File: src/rtl/load_issue_ctrl_pkg.sv
// Shared types for the load issue controller: queue entry, FSM state,
// ROB sizing and the wrap-aware "younger than branch" age test.
package load_issue_ctrl_pkg;

  localparam int ROB_DEPTH = 16;
  localparam int ROB_AW    = $clog2(ROB_DEPTH);
  localparam int TAG_W     = 5;
  localparam int PREG_W    = 7;

  typedef struct packed {
    logic              valid;
    logic [TAG_W-1:0]  rob_tag;
    logic [PREG_W-1:0] pd;
    logic [31:0]       addr;
    logic [2:0]        func3;
  } ldq_entry_t;

  typedef enum logic {
    LD_IDLE,
    LD_BUSY
  } ld_state_t;

  // Distance from the branch, both measured mod ROB_DEPTH; the branch
  // itself lands at the top of the range and so is never younger.
  function automatic logic rob_is_younger(
    input logic [TAG_W-1:0] t,
    input logic [TAG_W-1:0] mp_tag,
    input logic [TAG_W-1:0] curr_tag
  );
    logic [ROB_AW-1:0] w_one;
    logic [ROB_AW-1:0] w_dt;
    logic [ROB_AW-1:0] w_dc;
    w_one = ROB_AW'(1);
    w_dt  = t[ROB_AW-1:0] - mp_tag[ROB_AW-1:0] - w_one;
    w_dc  = curr_tag[ROB_AW-1:0] - mp_tag[ROB_AW-1:0] - w_one;
    return w_dt < w_dc;
  endfunction

endpackage

File: src/rtl/load_issue_ctrl_if.sv
// Bundle of RS request, memory, writeback, flush and status signals.
// master = RS/memory/ROB side, slave = load_issue_ctrl.
interface load_issue_ctrl_if #(
  parameter int DEPTH = 4
);
  import load_issue_ctrl_pkg::*;

  localparam int CW = $clog2(DEPTH) + 1;

  logic              in_valid;
  logic              in_ready;
  logic [TAG_W-1:0]  in_rob_tag;
  logic [PREG_W-1:0] in_pd;
  logic [31:0]       in_addr;
  logic [2:0]        in_func3;
  logic              mem_issue;
  logic [31:0]       mem_addr;
  logic [2:0]        mem_func3;
  logic              mem_valid;
  logic [31:0]       mem_data;
  logic              done_valid;
  logic [TAG_W-1:0]  done_rob_tag;
  logic [PREG_W-1:0] done_pd;
  logic [31:0]       done_data;
  logic              mispredict;
  logic [TAG_W-1:0]  mispredict_tag;
  logic [TAG_W-1:0]  curr_rob_tag;
  logic              busy;
  logic [CW-1:0]     count;

  modport master (
    output in_valid, in_rob_tag, in_pd, in_addr, in_func3,
    output mem_valid, mem_data,
    output mispredict, mispredict_tag, curr_rob_tag,
    input  in_ready, mem_issue, mem_addr, mem_func3,
    input  done_valid, done_rob_tag, done_pd, done_data,
    input  busy, count
  );

  modport slave (
    input  in_valid, in_rob_tag, in_pd, in_addr, in_func3,
    input  mem_valid, mem_data,
    input  mispredict, mispredict_tag, curr_rob_tag,
    output in_ready, mem_issue, mem_addr, mem_func3,
    output done_valid, done_rob_tag, done_pd, done_data,
    output busy, count
  );

endinterface

File: src/rtl/load_issue_ctrl_ldq.sv
// Circular load queue: storage, head/tail, flush invalidation, head skip.
// Ports: i_enq/i_in write at tail, i_pop/i_idle advance head, o_* status.
module load_issue_ctrl_ldq
  import load_issue_ctrl_pkg::*;
#(
  parameter int DEPTH = 4,
  localparam int PW = $clog2(DEPTH),
  localparam int CW = PW + 1
) (
  input  logic             clk,
  input  logic             reset,
  input  logic             i_enq,
  input  ldq_entry_t       i_in,
  input  logic             i_flush,
  input  logic [TAG_W-1:0] i_mp_tag,
  input  logic [TAG_W-1:0] i_curr_tag,
  input  logic             i_idle,
  input  logic             i_pop,
  output logic             o_ready,
  output logic             o_alloc,
  output ldq_entry_t       o_head,
  output logic [CW-1:0]    o_count
);

  localparam logic [PW:0] P_ONE = (PW+1)'(1);

  ldq_entry_t  r_q [DEPTH];
  logic [PW:0] r_head;
  logic [PW:0] r_tail;

  logic [PW:0]   w_occ;
  logic [PW-1:0] w_hidx;
  logic [PW-1:0] w_tidx;
  logic          w_skip;
  logic          w_adv;

  // Pointers carry one extra bit so full and empty differ.
  assign w_occ   = r_tail - r_head;
  assign w_hidx  = r_head[PW-1:0];
  assign w_tidx  = r_tail[PW-1:0];
  assign o_alloc = (w_occ != '0);
  assign o_ready = (w_occ < CW'(DEPTH));
  assign o_head  = r_q[w_hidx];

  // Flushed slots stay allocated until head walks past them.
  assign w_skip = i_idle && o_alloc && !o_head.valid;
  assign w_adv  = w_skip || i_pop;

  always_comb begin
    o_count = '0;
    for (int i = 0; i < DEPTH; i++)
      o_count = o_count + CW'(r_q[i].valid);
  end

  always_ff @(posedge clk or posedge reset) begin
    if (reset) begin
      for (int i = 0; i < DEPTH; i++)
        r_q[i] <= '0;
      r_head <= '0;
      r_tail <= '0;
    end else begin
      for (int i = 0; i < DEPTH; i++)
        if (i_flush && r_q[i].valid &&
            rob_is_younger(r_q[i].rob_tag, i_mp_tag, i_curr_tag))
          r_q[i].valid <= 1'b0;
      if (i_pop)
        r_q[w_hidx].valid <= 1'b0;
      if (i_enq) begin
        r_q[w_tidx]       <= i_in;
        r_q[w_tidx].valid <= !(i_flush &&
          rob_is_younger(i_in.rob_tag, i_mp_tag, i_curr_tag));
        r_tail <= r_tail + P_ONE;
      end
      if (w_adv)
        r_head <= r_head + P_ONE;
    end
  end

endmodule

File: src/rtl/load_issue_ctrl.sv
// Load issue controller: queues loads, issues one at a time, returns done.
// Ports: clk, reset, bus (slave) carrying request/memory/done/flush/status.
module load_issue_ctrl
  import load_issue_ctrl_pkg::*;
#(
  parameter int DEPTH = 4
) (
  input logic              clk,
  input logic              reset,
  load_issue_ctrl_if.slave bus
);

  localparam int CW = $clog2(DEPTH) + 1;

  ld_state_t         r_state;
  ld_state_t         w_state_n;
  logic [TAG_W-1:0]  r_if_tag;
  logic [PREG_W-1:0] r_if_pd;
  logic              r_kill;
  logic              r_done_valid;
  logic [TAG_W-1:0]  r_done_tag;
  logic [PREG_W-1:0] r_done_pd;
  logic [31:0]       r_done_data;

  ldq_entry_t        w_in;
  ldq_entry_t        w_head;
  logic              w_alloc;
  logic              w_ready;
  logic [CW-1:0]     w_count;
  logic              w_enq;
  logic              w_issue;
  logic              w_pop;
  logic              w_done_set;
  logic              w_head_fl;
  logic              w_if_fl;

  assign w_enq = bus.in_valid && w_ready;

  always_comb begin
    w_in         = '0;
    w_in.valid   = 1'b1;
    w_in.rob_tag = bus.in_rob_tag;
    w_in.pd      = bus.in_pd;
    w_in.addr    = bus.in_addr;
    w_in.func3   = bus.in_func3;
  end

  load_issue_ctrl_ldq #(
    .DEPTH(DEPTH)
  ) u_ldq (
    .clk       (clk),
    .reset     (reset),
    .i_enq     (w_enq),
    .i_in      (w_in),
    .i_flush   (bus.mispredict),
    .i_mp_tag  (bus.mispredict_tag),
    .i_curr_tag(bus.curr_rob_tag),
    .i_idle    (r_state == LD_IDLE),
    .i_pop     (w_pop),
    .o_ready   (w_ready),
    .o_alloc   (w_alloc),
    .o_head    (w_head),
    .o_count   (w_count)
  );

  assign w_head_fl = bus.mispredict &&
    rob_is_younger(w_head.rob_tag, bus.mispredict_tag, bus.curr_rob_tag);
  assign w_if_fl = bus.mispredict &&
    rob_is_younger(r_if_tag, bus.mispredict_tag, bus.curr_rob_tag);

  always_comb begin
    w_state_n  = r_state;
    w_issue    = 1'b0;
    w_pop      = 1'b0;
    w_done_set = 1'b0;
    unique case (r_state)
      LD_IDLE: begin
        // A head being flushed this cycle must not reach memory.
        if (w_alloc && w_head.valid && !w_head_fl) begin
          w_issue   = 1'b1;
          w_state_n = LD_BUSY;
        end
      end
      LD_BUSY: begin
        if (bus.mem_valid) begin
          w_pop      = 1'b1;
          w_done_set = !(r_kill || w_if_fl);
          w_state_n  = LD_IDLE;
        end
      end
      default: w_state_n = LD_IDLE;
    endcase
  end

  always_ff @(posedge clk or posedge reset) begin
    if (reset) begin
      r_state      <= LD_IDLE;
      r_if_tag     <= '0;
      r_if_pd      <= '0;
      r_kill       <= 1'b0;
      r_done_valid <= 1'b0;
      r_done_tag   <= '0;
      r_done_pd    <= '0;
      r_done_data  <= '0;
    end else begin
      r_state      <= w_state_n;
      r_done_valid <= w_done_set;
      if (w_issue) begin
        r_if_tag <= w_head.rob_tag;
        r_if_pd  <= w_head.pd;
      end
      if (r_state == LD_BUSY) begin
        if (bus.mem_valid)
          r_kill <= 1'b0;
        else if (w_if_fl)
          r_kill <= 1'b1;
      end
      if (w_done_set) begin
        r_done_tag  <= r_if_tag;
        r_done_pd   <= r_if_pd;
        r_done_data <= bus.mem_data;
      end
    end
  end

  assign bus.in_ready     = w_ready;
  assign bus.mem_issue    = w_issue;
  assign bus.mem_addr     = w_head.addr;
  assign bus.mem_func3    = w_head.func3;
  assign bus.done_valid   = r_done_valid;
  assign bus.done_rob_tag = r_done_tag;
  assign bus.done_pd      = r_done_pd;
  assign bus.done_data    = r_done_data;
  assign bus.busy         = (r_state == LD_BUSY);
  assign bus.count        = w_count;

endmodule

File: src/flat_wrapper.sv
// flat-port wrapper written by rule: the top's interface ports become plain ports
module load_issue_ctrl_flat import load_issue_ctrl_pkg::*;
#(
  parameter int DEPTH = 4
)
  (clk, reset, bus_in_valid, bus_in_rob_tag, bus_in_pd, bus_in_addr, bus_in_func3, bus_mem_valid, bus_mem_data, bus_mispredict, bus_mispredict_tag, bus_curr_rob_tag, bus_in_ready, bus_mem_issue, bus_mem_addr, bus_mem_func3, bus_done_valid, bus_done_rob_tag, bus_done_pd, bus_done_data, bus_busy, bus_count);
  load_issue_ctrl_if #(.DEPTH(DEPTH)) bus_i ();
  input logic clk;
  input logic reset;
  input wire logic [$bits(bus_i.in_valid)-1:0] bus_in_valid;
  input wire logic [$bits(bus_i.in_rob_tag)-1:0] bus_in_rob_tag;
  input wire logic [$bits(bus_i.in_pd)-1:0] bus_in_pd;
  input wire logic [$bits(bus_i.in_addr)-1:0] bus_in_addr;
  input wire logic [$bits(bus_i.in_func3)-1:0] bus_in_func3;
  input wire logic [$bits(bus_i.mem_valid)-1:0] bus_mem_valid;
  input wire logic [$bits(bus_i.mem_data)-1:0] bus_mem_data;
  input wire logic [$bits(bus_i.mispredict)-1:0] bus_mispredict;
  input wire logic [$bits(bus_i.mispredict_tag)-1:0] bus_mispredict_tag;
  input wire logic [$bits(bus_i.curr_rob_tag)-1:0] bus_curr_rob_tag;
  output wire logic [$bits(bus_i.in_ready)-1:0] bus_in_ready;
  output wire logic [$bits(bus_i.mem_issue)-1:0] bus_mem_issue;
  output wire logic [$bits(bus_i.mem_addr)-1:0] bus_mem_addr;
  output wire logic [$bits(bus_i.mem_func3)-1:0] bus_mem_func3;
  output wire logic [$bits(bus_i.done_valid)-1:0] bus_done_valid;
  output wire logic [$bits(bus_i.done_rob_tag)-1:0] bus_done_rob_tag;
  output wire logic [$bits(bus_i.done_pd)-1:0] bus_done_pd;
  output wire logic [$bits(bus_i.done_data)-1:0] bus_done_data;
  output wire logic [$bits(bus_i.busy)-1:0] bus_busy;
  output wire logic [$bits(bus_i.count)-1:0] bus_count;
  assign bus_i.in_valid = bus_in_valid;
  assign bus_i.in_rob_tag = bus_in_rob_tag;
  assign bus_i.in_pd = bus_in_pd;
  assign bus_i.in_addr = bus_in_addr;
  assign bus_i.in_func3 = bus_in_func3;
  assign bus_i.mem_valid = bus_mem_valid;
  assign bus_i.mem_data = bus_mem_data;
  assign bus_i.mispredict = bus_mispredict;
  assign bus_i.mispredict_tag = bus_mispredict_tag;
  assign bus_i.curr_rob_tag = bus_curr_rob_tag;
  assign bus_in_ready = bus_i.in_ready;
  assign bus_mem_issue = bus_i.mem_issue;
  assign bus_mem_addr = bus_i.mem_addr;
  assign bus_mem_func3 = bus_i.mem_func3;
  assign bus_done_valid = bus_i.done_valid;
  assign bus_done_rob_tag = bus_i.done_rob_tag;
  assign bus_done_pd = bus_i.done_pd;
  assign bus_done_data = bus_i.done_data;
  assign bus_busy = bus_i.busy;
  assign bus_count = bus_i.count;
  load_issue_ctrl #(.DEPTH(DEPTH)) u_core (.clk(clk), .reset(reset), .bus(bus_i));
endmodule
File: config.mk
export PLATFORM = sky130hd
export DESIGN_NAME = load_issue_ctrl_flat
export DESIGN_NICKNAME = d
export VERILOG_FILES = /design/src/rtl/load_issue_ctrl_pkg.sv /design/src/rtl/load_issue_ctrl_if.sv /design/src/rtl/load_issue_ctrl_ldq.sv /design/src/rtl/load_issue_ctrl.sv /design/src/flat_wrapper.sv
export SDC_FILE = /design/constraint.sdc
export NUM_CORES = 1
export LEC_CHECK = 0
export BUFFER_PORTS_ARGS = -buffer_cell sky130_fd_sc_hd__clkbuf_2
export CAP_MARGIN = 5
export CORE_UTILIZATION = 50
export CTS_CLUSTER_SIZE = 28
export DETAILED_ROUTE_END_ITERATION = 8
export GPL_TIMING_DRIVEN = 0
export PLACE_DENSITY = 0.78
export SLEW_MARGIN = 20
export SYNTH_ARGS = -nofsm -noshare
export SYNTH_HDL_FRONTEND = slang
export SYNTH_SLANG_ARGS = --single-unit
File: constraint.sdc
create_clock -name clk -period 8.17 [get_ports clk]
set_input_delay 1.2255 -clock clk [delete_from_list [all_inputs] [get_ports clk]]
set_output_delay 1.2255 -clock clk [all_outputs]
set_load 0.02 [all_outputs]
==> impl_metrics.csv, run 1 <==
group,metric,value,unit
layout,drive_gt1_frac,0.5359,
route,drt-pass1-iter-count,4,
synthesis,ys_seq_area_frac,0.5111,
global_routing,overflow,0,
critical_path,setup.worst_path.start,"u_core.u_ldq.r_head[0]$_DFFE_PP0P_",
sta,hold_violations,0,
critical_path,end_kind,"primary output",
synthesis,yosysUniqueCellTypes,39,
floorplanning,core_area,24530,sq um
sta,worst-slew-pin-transition,0.9189,ns
synthesis,mappedNetlistArea,12580,sq um
critical_path,ff2ff_setup_slack,3.42,ns
critical_path,reg2regPathDepth,14,
synthesis,yosysTopAreaCell,"dfrtp_1",
layout,layout_commonest_cell,"dfrtp_1",
route,ant_nets,0,
critical_path,worstPathBufferInverterCount,6,
floorplanning,start_util,0.5129,
clock_network,cts_setup_buffers,0,
clock_network,cts_tree,"yes",
global_routing,antenna_found_initial,1,
layout,nets,1187,
clock_network,cts_resized,0,
synthesis,synth_area_leaders,"dfrtp_1 (51%), mux2_2 (18%), mux4_2 (8.6%), mux2_4 (4.7%), ha_1 (4.2%)",
critical_path,cp_slowest_stage_delay,0.70,ns
clock_network,htreeDepth,1,
pwr,p_leak,7.059,nW
global_routing,grt_usage,0.2072,
floorplanning,die_h,160.6,um
sta,rsz0062_at_grt,"no",
critical_path,crit_chain,"clkbuf_1, buf_1, mux4_2, ha_1, inv_1, fa_1, inv_1, ha_1, a21oi_1, maj3_1, maj3_1, a21oi_2, buf_2, clkbuf_2",
clock_network,clkLatencyLatePin,0.53,ns
route,dr.first_iter.drc_count,274,
sta,drv_slew,0,
sta,finalClockSkew,0.01157,ns
route,viasPerCell,5.363,
floorplanning,num_rows,57,
place,port_buffers,176,
clock_network,root_buffer,"clkbuf_16",
clock_network,path_clk_slew,0.06,ns
pwr,power.density,455.5,nW/um^2
clock_network,cts_max_path_buffers,3,
place,place_hpwl,18570,um
clock_network,cts_sinks,257,
outcome,status,"finished clean",
sta,period_share,0.7631,
critical_path,crit_family,"buffers and inverters",
synthesis,yosysWarnings,0,
sta,slew_headroom,0.3874,
place,gp_congestion,0.8186,
run,cap_violations,0,
critical_path,critPathMaxFanout,10,
sta,setup_tns,0,ns
critical_path,path_class,"register to primary output",
synthesis,syn-instance-count,827,
pwr,peakVddDrop,0.2951,mV
route,post-route-drc-count,0,
global_routing,grt_pass1_vias,8038,
synthesis,ys_seq_elements,257,
clock_network,hold_buffers,0,
floorplanning,die_area,25800,sq um
sta,setup_viol,0,
floorplanning,ioPinCount,180,
synthesis,synth_top_area_share,0.5111,
critical_path,rr_startpoint,"u_core.u_ldq.r_head[0]$_DFFE_PP0P_",
synthesis,syn_nets,973,
clock_network,cts_buffers,27,
hold_path,hold_path_class,"register to register",
route,wl_per_cell,18.60,um
global_routing,grt_max_degree,37,
layout,finish.utilization,0.6101,
floorplanning,die_w,160.6,um
global_routing,grt_pass1_wl,42100,um
critical_path,start_kind,"register",
critical_path,cp_num_cells,14,
hold_path,hold_depth,1,
layout,final_cell_mix,"dfrtp_1 (257), mux2_2 (203), clkbuf_2 (177)",
critical_path,slowest_stage,"buf_1",
sta,finalHoldWorstSlack,0.4891,ns
critical_path,crit_required,6.94,ns
layout,areaGrowthSynthToFinish,18.96,%
hold_path,min_from,"u_core.r_if_pd[2]$_DFFE_PP0P_",
place,pre_cts_ws,2.365,ns
critical_path,worstPathArrival,5.01,ns
route,routed_wl,25730,um
sta,layout_min_cycle_time,6.235,ns
sta,max_freq,0.1604,GHz
route,via_count,7417,
synthesis,synth.avg_cell_area,15.21,sq um
sta,worst_slack,1.935,ns
## Yosys cell counts
cell type / n
mux4_2: 48
mux2_4: 39
buf_2: 5
mux2i_1: 1
nand2_1: 16
nor2_1: 3
clkbuf_2: 1
o211ai_1: 1
inv_1: 34
fa_1: 10
mux2_2: 203
and3_4: 1
xnor3_1: 1
and2_4: 1
buf_4: 35
a311o_1: 1
a41o_1: 4
dfrtp_1: 257
buf_6: 4
a21oi_2: 1
nand3_1: 1
o21ai_0: 4
nor2b_1: 1
a41oi_1: 1
a311oi_4: 1
xnor2_1: 12
ha_1: 42
a21o_1: 10
a31oi_1: 1
and2_1: 2
xor3_1: 1
or3_4: 1
buf_1: 14
mux2_1: 2
clkbuf_1: 17
a21oi_1: 18
maj3_1: 13
xor2_1: 13
nand2b_1: 7
## sequential cells by signal, summed over array words and instances (netlist names)
| register | cells |
|---|---|
| u_core.bus.busy | 1 |
| u_core.bus.done_data | 32 |
| u_core.bus.done_pd | 7 |
| u_core.bus.done_rob_tag | 5 |
| u_core.bus.done_valid | 1 |
| u_core.r_if_pd | 7 |
| u_core.r_if_tag | 5 |
| u_core.r_kill | 1 |
| u_core.u_ldq.r_head | 3 |
| u_core.u_ldq.r_q | 192 |
| u_core.u_ldq.r_tail | 3 |
## kinds of logic (layout without fill, tap and decap cells)
group                      Yosys count  after routing  share of synthesized area
buffers and inverters              110            341                    0.04624
and+or+nand+nor                     33             33                    0.01352
xor gates and xnor gates            27             27                    0.02108
other                                0              1                          0
muxes                              293            293                     0.3167
DFF                                257            257                     0.5111
AOI/OAI and AO/OA                   42             42                    0.02327
adders and majority gates           65             65                    0.06802
## worst paths after layout
| path | endpoint |
|---|---|
| setup / recovery | bus_mem_issue |
| hold / removal | u_core.r_if_pd[2]$_DFFE_PP0P_ |
| setup reg to reg | u_core.r_if_tag[0]$_DFFE_PP0P_ |
| hold reg to reg | u_core.r_if_pd[2]$_DFFE_PP0P_ |
| max in group asynchronous | u_core.bus.done_data[8]$_DFFE_PP0P_ |
| min in group asynchronous | u_core.u_ldq.r_q[74]$_DFFE_PP0P_ |
## where the power goes
part           total (mW)  switching (mW)  internal [mW]  leakage, nW
Combinational        3.34            1.54           1.80         3.51
Clock                1.21           0.483          0.730        0.438
Sequential           2.26           0.342           1.92         3.11
Total                6.82            2.36           4.45         7.06
## final cells by class
class                      count  area, sq um
clock inverter                 7        92.59
tap                          324        405.4
clock buffer                  39        790.8
sequential                   257         6431
fill                        1893         9565
antenna                        1        2.502
multi-input combinational    460         5569
inverter                      34        131.4
timing repair buffer         185         1091
buffer                        76        454.2
## layer usage
layer,GRT usage,vias to the layer above,share of wire
li1,-,3375,-
met2,0.3605,179,0.50
met4,0.04026,0,0.017
met3,0.04468,33,0.058
met1,0.2679,3830,0.43
met5,0,-,0
## stage by stage
stage / total power [mW] / instances / instance area [sq um]
6_report: 6.817 / 1383 / 14970
5_1_grt: 7.253 / 1382 / 14970
4_1_cts: 6.904 / 1382 / 14970
3_5_place_dp: 5.650 / 1336 / 14080
3_3_place_gp: 5.521 / 1327 / 13870
2_1_floorplan: 4.781 / 827 / 12590
Power figures use the tool's default switching activity.
==> run 2: changes to the inputs <==
- PLACE_DENSITY: 0.78 -> 0.75
- clock period: 8.17 -> 6.5 ns (I/O delays scaled with it)
==> impl_metrics.csv, run 2 (same netlist as run 1, synthesis figures left out) <==
group,metric,value,unit
place,place_hpwl,18420,um
critical_path,slowest_stage,"buf_1",
sta,layout_min_cycle_time,6.032,ns
route,via_count,7318,
critical_path,start_kind,"register",
hold_path,hold_path_class,"input pin to async pin",
floorplanning,die_area,25800,sq um
critical_path,end_kind,"primary output",
pwr,power.density,573.5,nW/um^2
layout,drive_gt1_frac,0.5419,
clock_network,hold_buffers,0,
floorplanning,num_rows,57,
layout,areaGrowthSynthToFinish,19.65,%
run,cap_violations,0,
layout,final_cell_mix,"dfrtp_1 (257), mux2_2 (203), clkbuf_2 (177)",
route,post-route-drc-count,0,
place,dpl.cell_count,1337,
sta,period_share,0.9280,
sta,drv_slew,0,
critical_path,critPathMaxFanout,10,
layout,largest_register_ffs,192,
critical_path,path_class,"register to primary output",
clock_network,htreeDepth,1,
critical_path,rr_startpoint,"u_core.u_ldq.r_head[0]$_DFFE_PP0P_",
route,dr.first_iter.drc_count,240,
layout,largest-register,"u_core.u_ldq.r_q",
critical_path,worstPathArrival,5.06,ns
critical_path,worstPathBufferInverterCount,6,
clock_network,cts_buffers,28,
sta,worst-slew-pin-transition,0.9261,ns
global_routing,overflow,0,
global_routing,grt_pass1_vias,7864,
floorplanning,start_util,0.5129,
place,port_buffers,176,
route,wl_per_cell,18.20,um
clock_network,cts_sinks,257,
global_routing,grt_max_degree,35,
floorplanning,ioPinCount,180,
clock_network,path_clk_slew,0.06,ns
route,ant_nets,0,
outcome,status,"finished clean",
critical_path,crit_family,"buffers and inverters",
floorplanning,die_h,160.6,um
global_routing,grt_pass1_wl,41310,um
layout,diodes,0,
clock_network,root_buffer,"clkbuf_16",
place,gp_congestion,0.7902,
critical_path,cp_slowest_stage_delay,0.72,ns
layout,finish.utilization,0.6136,
place,post_dp_cell_area,14090,sq um
clock_network,cts_resized,0,
layout,fin_area,15050,sq um
critical_path,ff2ff_setup_slack,1.71,ns
pwr,peakVddDrop,0.3357,mV
sta,hold_violations,0,
route,drt-pass1-iter-count,6,
critical_path,rr_endpoint,"u_core.r_if_tag[0]$_DFFE_PP0P_",
sta,setup_viol,0,
pwr,finalPower,8.634,mW
route,viasPerCell,5.276,
layout,finalNonFillerCells,1387,
floorplanning,die_w,160.6,um
critical_path,cp_num_cells,14,
clock_network,cts_setup_buffers,0,
floorplanning,core_area,24530,sq um
sta,worst_slack,0.4679,ns
sta,max_freq,0.1658,GHz
route,routed_wl,25240,um
critical_path,reg2regPathDepth,14,
global_routing,antenna_found_initial,0,
layout,nets,1189,
sta,setup_tns,0,ns
sta,slew_headroom,0.3826,
layout,layout_commonest_cell,"dfrtp_1",
global_routing,grt_usage,0.2029,
clock_network,clkLatencyLatePin,0.53,ns
critical_path,crit_chain,"clkbuf_1, buf_1, mux4_2, ha_1, inv_1, fa_1, inv_1, ha_1, a21oi_1, maj3_1, maj3_1, a21oi_2, buf_2, clkbuf_2",
sta,finalHoldWorstSlack,0.3527,ns
place,pre_cts_ws,0.9214,ns
clock_network,cts_tree,"yes",
pwr,p_leak,7.100,nW
sta,finalClockSkew,0.01212,ns
critical_path,crit_required,5.52,ns
sta,rsz0062_at_grt,"no",
clock_network,cts_max_path_buffers,3,
-- run 2: cell types whose count changed in the layout (fill, tap and decap cells not counted) --
cell | before | now
clkbuf_8 | 7 | 5
clkbuf_1 | 22 | 18
buf_16 | 4 | 3
clkbuf_16 | 27 | 29
buf_12 | 5 | 7
diode_2 | 1 | 0
clkinv_2 | 3 | 8
bufinv_16 | 2 | 3
inv_6 | 1 | 0
clkinvlp_4 | 1 | 4
-- run 2: layer usage --
| layer | routed length [um] | GRT usage |
|---|---|---|
| met1 | 11010 | 0.2689 |
| met2 | 12600 | 0.3473 |
| met3 | 1280 | 0.04029 |
| met4 | 353 | 0.04113 |
| met5 | 0 | 0 |
-- run 2: where the power goes --
| group | switching (mW) | internal [mW] | leakage [nW] | total (mW) |
|---|---|---|---|---|
| Sequential | 0.423 | 2.42 | 3.11 | 2.84 |
| Clock | 0.636 | 0.985 | 0.473 | 1.62 |
| Combinational | 1.91 | 2.26 | 3.51 | 4.17 |
-- run 2: final cells by class --
cell class	instances	area (sq um)
repair buffers	186	1104
plain buffers	76	454.2
inverters	34	131.4
clock buffers	35	798.3
fillers	1902	9479
clock inverters	15	161.4
well taps	324	405.4
flip-flops and latches	257	6431
multi-input cells	460	5569
-- run 2: how the worst max path moves through the flow --
stage | start | endpoint | slack, ns
after floorplan | u_core.u_ldq.r_head[0]$_DFFE_PP0P_ | bus_mem_issue | 2.01
after global placement | reset | u_core.bus.done_data[12]$_DFFE_PP0P_ | 0.55
after detailed placement | u_core.u_ldq.r_head[0]$_DFFE_PP0P_ | bus_mem_issue | 0.92
after CTS | u_core.u_ldq.r_head[0]$_DFFE_PP0P_ | bus_mem_issue | 0.35
after global routing | u_core.u_ldq.r_head[0]$_DFFE_PP0P_ | bus_mem_issue | 0.23
final | u_core.u_ldq.r_head[0]$_DFFE_PP0P_ | bus_mem_issue | 0.47
==> run 3: changes to the inputs <==
- CELL_PAD_IN_SITES_DETAIL_PLACEMENT: unset -> 1
- CELL_PAD_IN_SITES_GLOBAL_PLACEMENT: unset -> 1
- CORE_ASPECT_RATIO: unset -> 2
- CORE_UTILIZATION: 50 -> 48
- PLACE_DENSITY: 0.75 -> 0.84
==> impl_metrics.csv, run 3 (same netlist as run 1, synthesis figures left out) <==
group,metric,value,unit
layout,drive_gt1_frac,0.5374,
layout,finalNonFillerCells,1395,
floorplanning,ioPinCount,180,
outcome,status,"finished clean",
route,dr.first_iter.drc_count,233,
floorplanning,core_area,25750,sq um
sta,rsz0062_at_grt,"no",
sta,setup_viol,0,
route,wl_per_cell,21.50,um
route,post-route-drc-count,0,
clock_network,cts_tree,"yes",
clock_network,clkLatencyLatePin,0.54,ns
pwr,peakVddDrop,0.3213,mV
sta,setup_tns,0,ns
critical_path,crit_family,"buffers and inverters",
global_routing,antenna_found_initial,0,
layout,final_cell_mix,"dfrtp_1 (257), mux2_2 (203), clkbuf_2 (177)",
sta,worst_slack,0.2806,ns
sta,finalClockSkew,0.01496,ns
global_routing,grt_pass1_vias,8504,
pwr,p_leak,7.016,nW
layout,fin_area,14890,sq um
sta,max_freq,0.1608,GHz
route,via_count,7506,
clock_network,cts_setup_buffers,0,
layout,largest-register,"u_core.u_ldq.r_q",
critical_path,rr_startpoint,"u_core.u_ldq.r_head[0]$_DFFE_PP0P_",
sta,slew_headroom,0.3770,
critical_path,path_class,"register to primary output",
global_routing,grt_pass1_wl,47180,um
critical_path,crit_chain,"clkbuf_1, buf_1, mux4_2, ha_1, inv_1, fa_1, inv_1, ha_1, a21oi_1, maj3_1, maj3_1, a21oi_2, buf_2, clkbuf_2",
clock_network,cts_max_path_buffers,3,
place,post_dp_cell_area,14060,sq um
layout,diodes,0,
critical_path,cp_slowest_stage_delay,0.75,ns
sta,worst-slew-pin-transition,0.9345,ns
clock_network,cts_buffers,24,
layout,largest_register_ffs,192,
sta,period_share,0.9568,
route,drt-pass1-iter-count,4,
route,viasPerCell,5.381,
clock_network,cts_sinks,257,
place,port_buffers,176,
layout,areaGrowthSynthToFinish,18.36,%
critical_path,critPathMaxFanout,10,
clock_network,root_buffer,"clkbuf_16",
hold_path,min_from,"u_core.r_if_pd[2]$_DFFE_PP0P_",
clock_network,hold_buffers,0,
critical_path,end_kind,"primary output",
clock_network,path_clk_slew,0.07,ns
critical_path,worstPathArrival,5.24,ns
critical_path,rr_endpoint,"u_core.r_if_tag[0]$_DFFE_PP0P_",
pwr,power.density,580.9,nW/um^2
floorplanning,die_h,231.0,um
floorplanning,num_rows,83,
critical_path,slowest_stage,"buf_1",
sta,layout_min_cycle_time,6.219,ns
run,cap_violations,0,
critical_path,worstPathBufferInverterCount,6,
global_routing,grt_max_degree,36,
layout,register_area,6431,sq um
route,ant_nets,0,
place,dpl.cell_count,1351,
floorplanning,start_util,0.4885,
place,gp_congestion,0.7929,
hold_path,hold_path_class,"register to register",
critical_path,start_kind,"register",
clock_network,cts_resized,0,
place,pre_cts_ws,0.7832,ns
layout,nets,1183,
layout,fillers,2582,
critical_path,ff2ff_setup_slack,1.54,ns
critical_path,crit_required,5.52,ns
pwr,finalPower,8.650,mW
route,routed_wl,29990,um
place,place_hpwl,22340,um
floorplanning,die_w,116.5,um
global_routing,overflow,0,
layout,layout_commonest_cell,"dfrtp_1",
floorplanning,die_area,26900,sq um
hold_path,hold_depth,1,
global_routing,grt_usage,0.2353,
hold_path,hold_end,"u_core.r_if_pd[2]$_DFFE_PP0P_",
critical_path,reg2regPathDepth,14,
layout,multi_input_comb_area,5569,sq um
clock_network,htreeDepth,1,
sta,drv_slew,0,
sta,hold_violations,0,
## run 3: changes by cell type in the layout (fill, tap and decap cells not counted)
cell / change
clkbuf_16: -5
bufinv_16: -1
buf_16: -2
clkbuf_1: +1
clkinv_2: -2
clkinv_4: -1
clkbuf_8: +3
clkinv_8: +1
clkinvlp_4: -2
## run 3: final cells by class
| class | count | share of cell area |
|---|---|---|
| sequential | 257 | 0.4319 |
| multi-input combinational | 460 | 0.3740 |
| timing repair buffer | 184 | 0.07041 |
| clock buffer | 34 | 0.04823 |
| buffer | 76 | 0.03050 |
| tap | 340 | 0.02857 |
| inverter | 34 | 0.008822 |
| clock inverter | 10 | 0.007646 |
## run 3: layer usage
metal  wire [um]  GRT usage
met1       10370     0.2507
met3         996    0.02757
met2       17740     0.4573
met5           0          0
met4         879    0.08454
## run 3: worst max-delay path by stage
stage                                            endpoint                          startpoint  slack, ns  cells after the start
after floorplan                             bus_mem_issue  u_core.u_ldq.r_head[0]$_DFFE_PP0P_       2.01                     13
after global placement    u_core.u_ldq.r_q[8]$_DFFE_PP0P_                               reset       0.66                      2
after detailed placement                    bus_mem_issue  u_core.u_ldq.r_head[0]$_DFFE_PP0P_       0.78                     14
after CTS                                   bus_mem_issue  u_core.u_ldq.r_head[0]$_DFFE_PP0P_       0.21                     14
after global routing                        bus_mem_issue  u_core.u_ldq.r_head[0]$_DFFE_PP0P_       0.03                     14
final                                       bus_mem_issue  u_core.u_ldq.r_head[0]$_DFFE_PP0P_       0.28                     14
## run 3: where the power goes
group	switching (mW)	internal, mW	total [mW]
logic	2.02	2.27	4.29
clock network	0.625	0.852	1.48
registers	0.472	2.42	2.89
total	3.11	5.54	8.65
## run 3: per-stage QoR
step,hold WS (ns),util
floorplan,0.4584,-
global placement,0.4707,0.5394
detailed placement,0.4846,0.5459
CTS,0.4976,0.5782
global route,0.5148,0.5782
finish,0.4970,0.5782
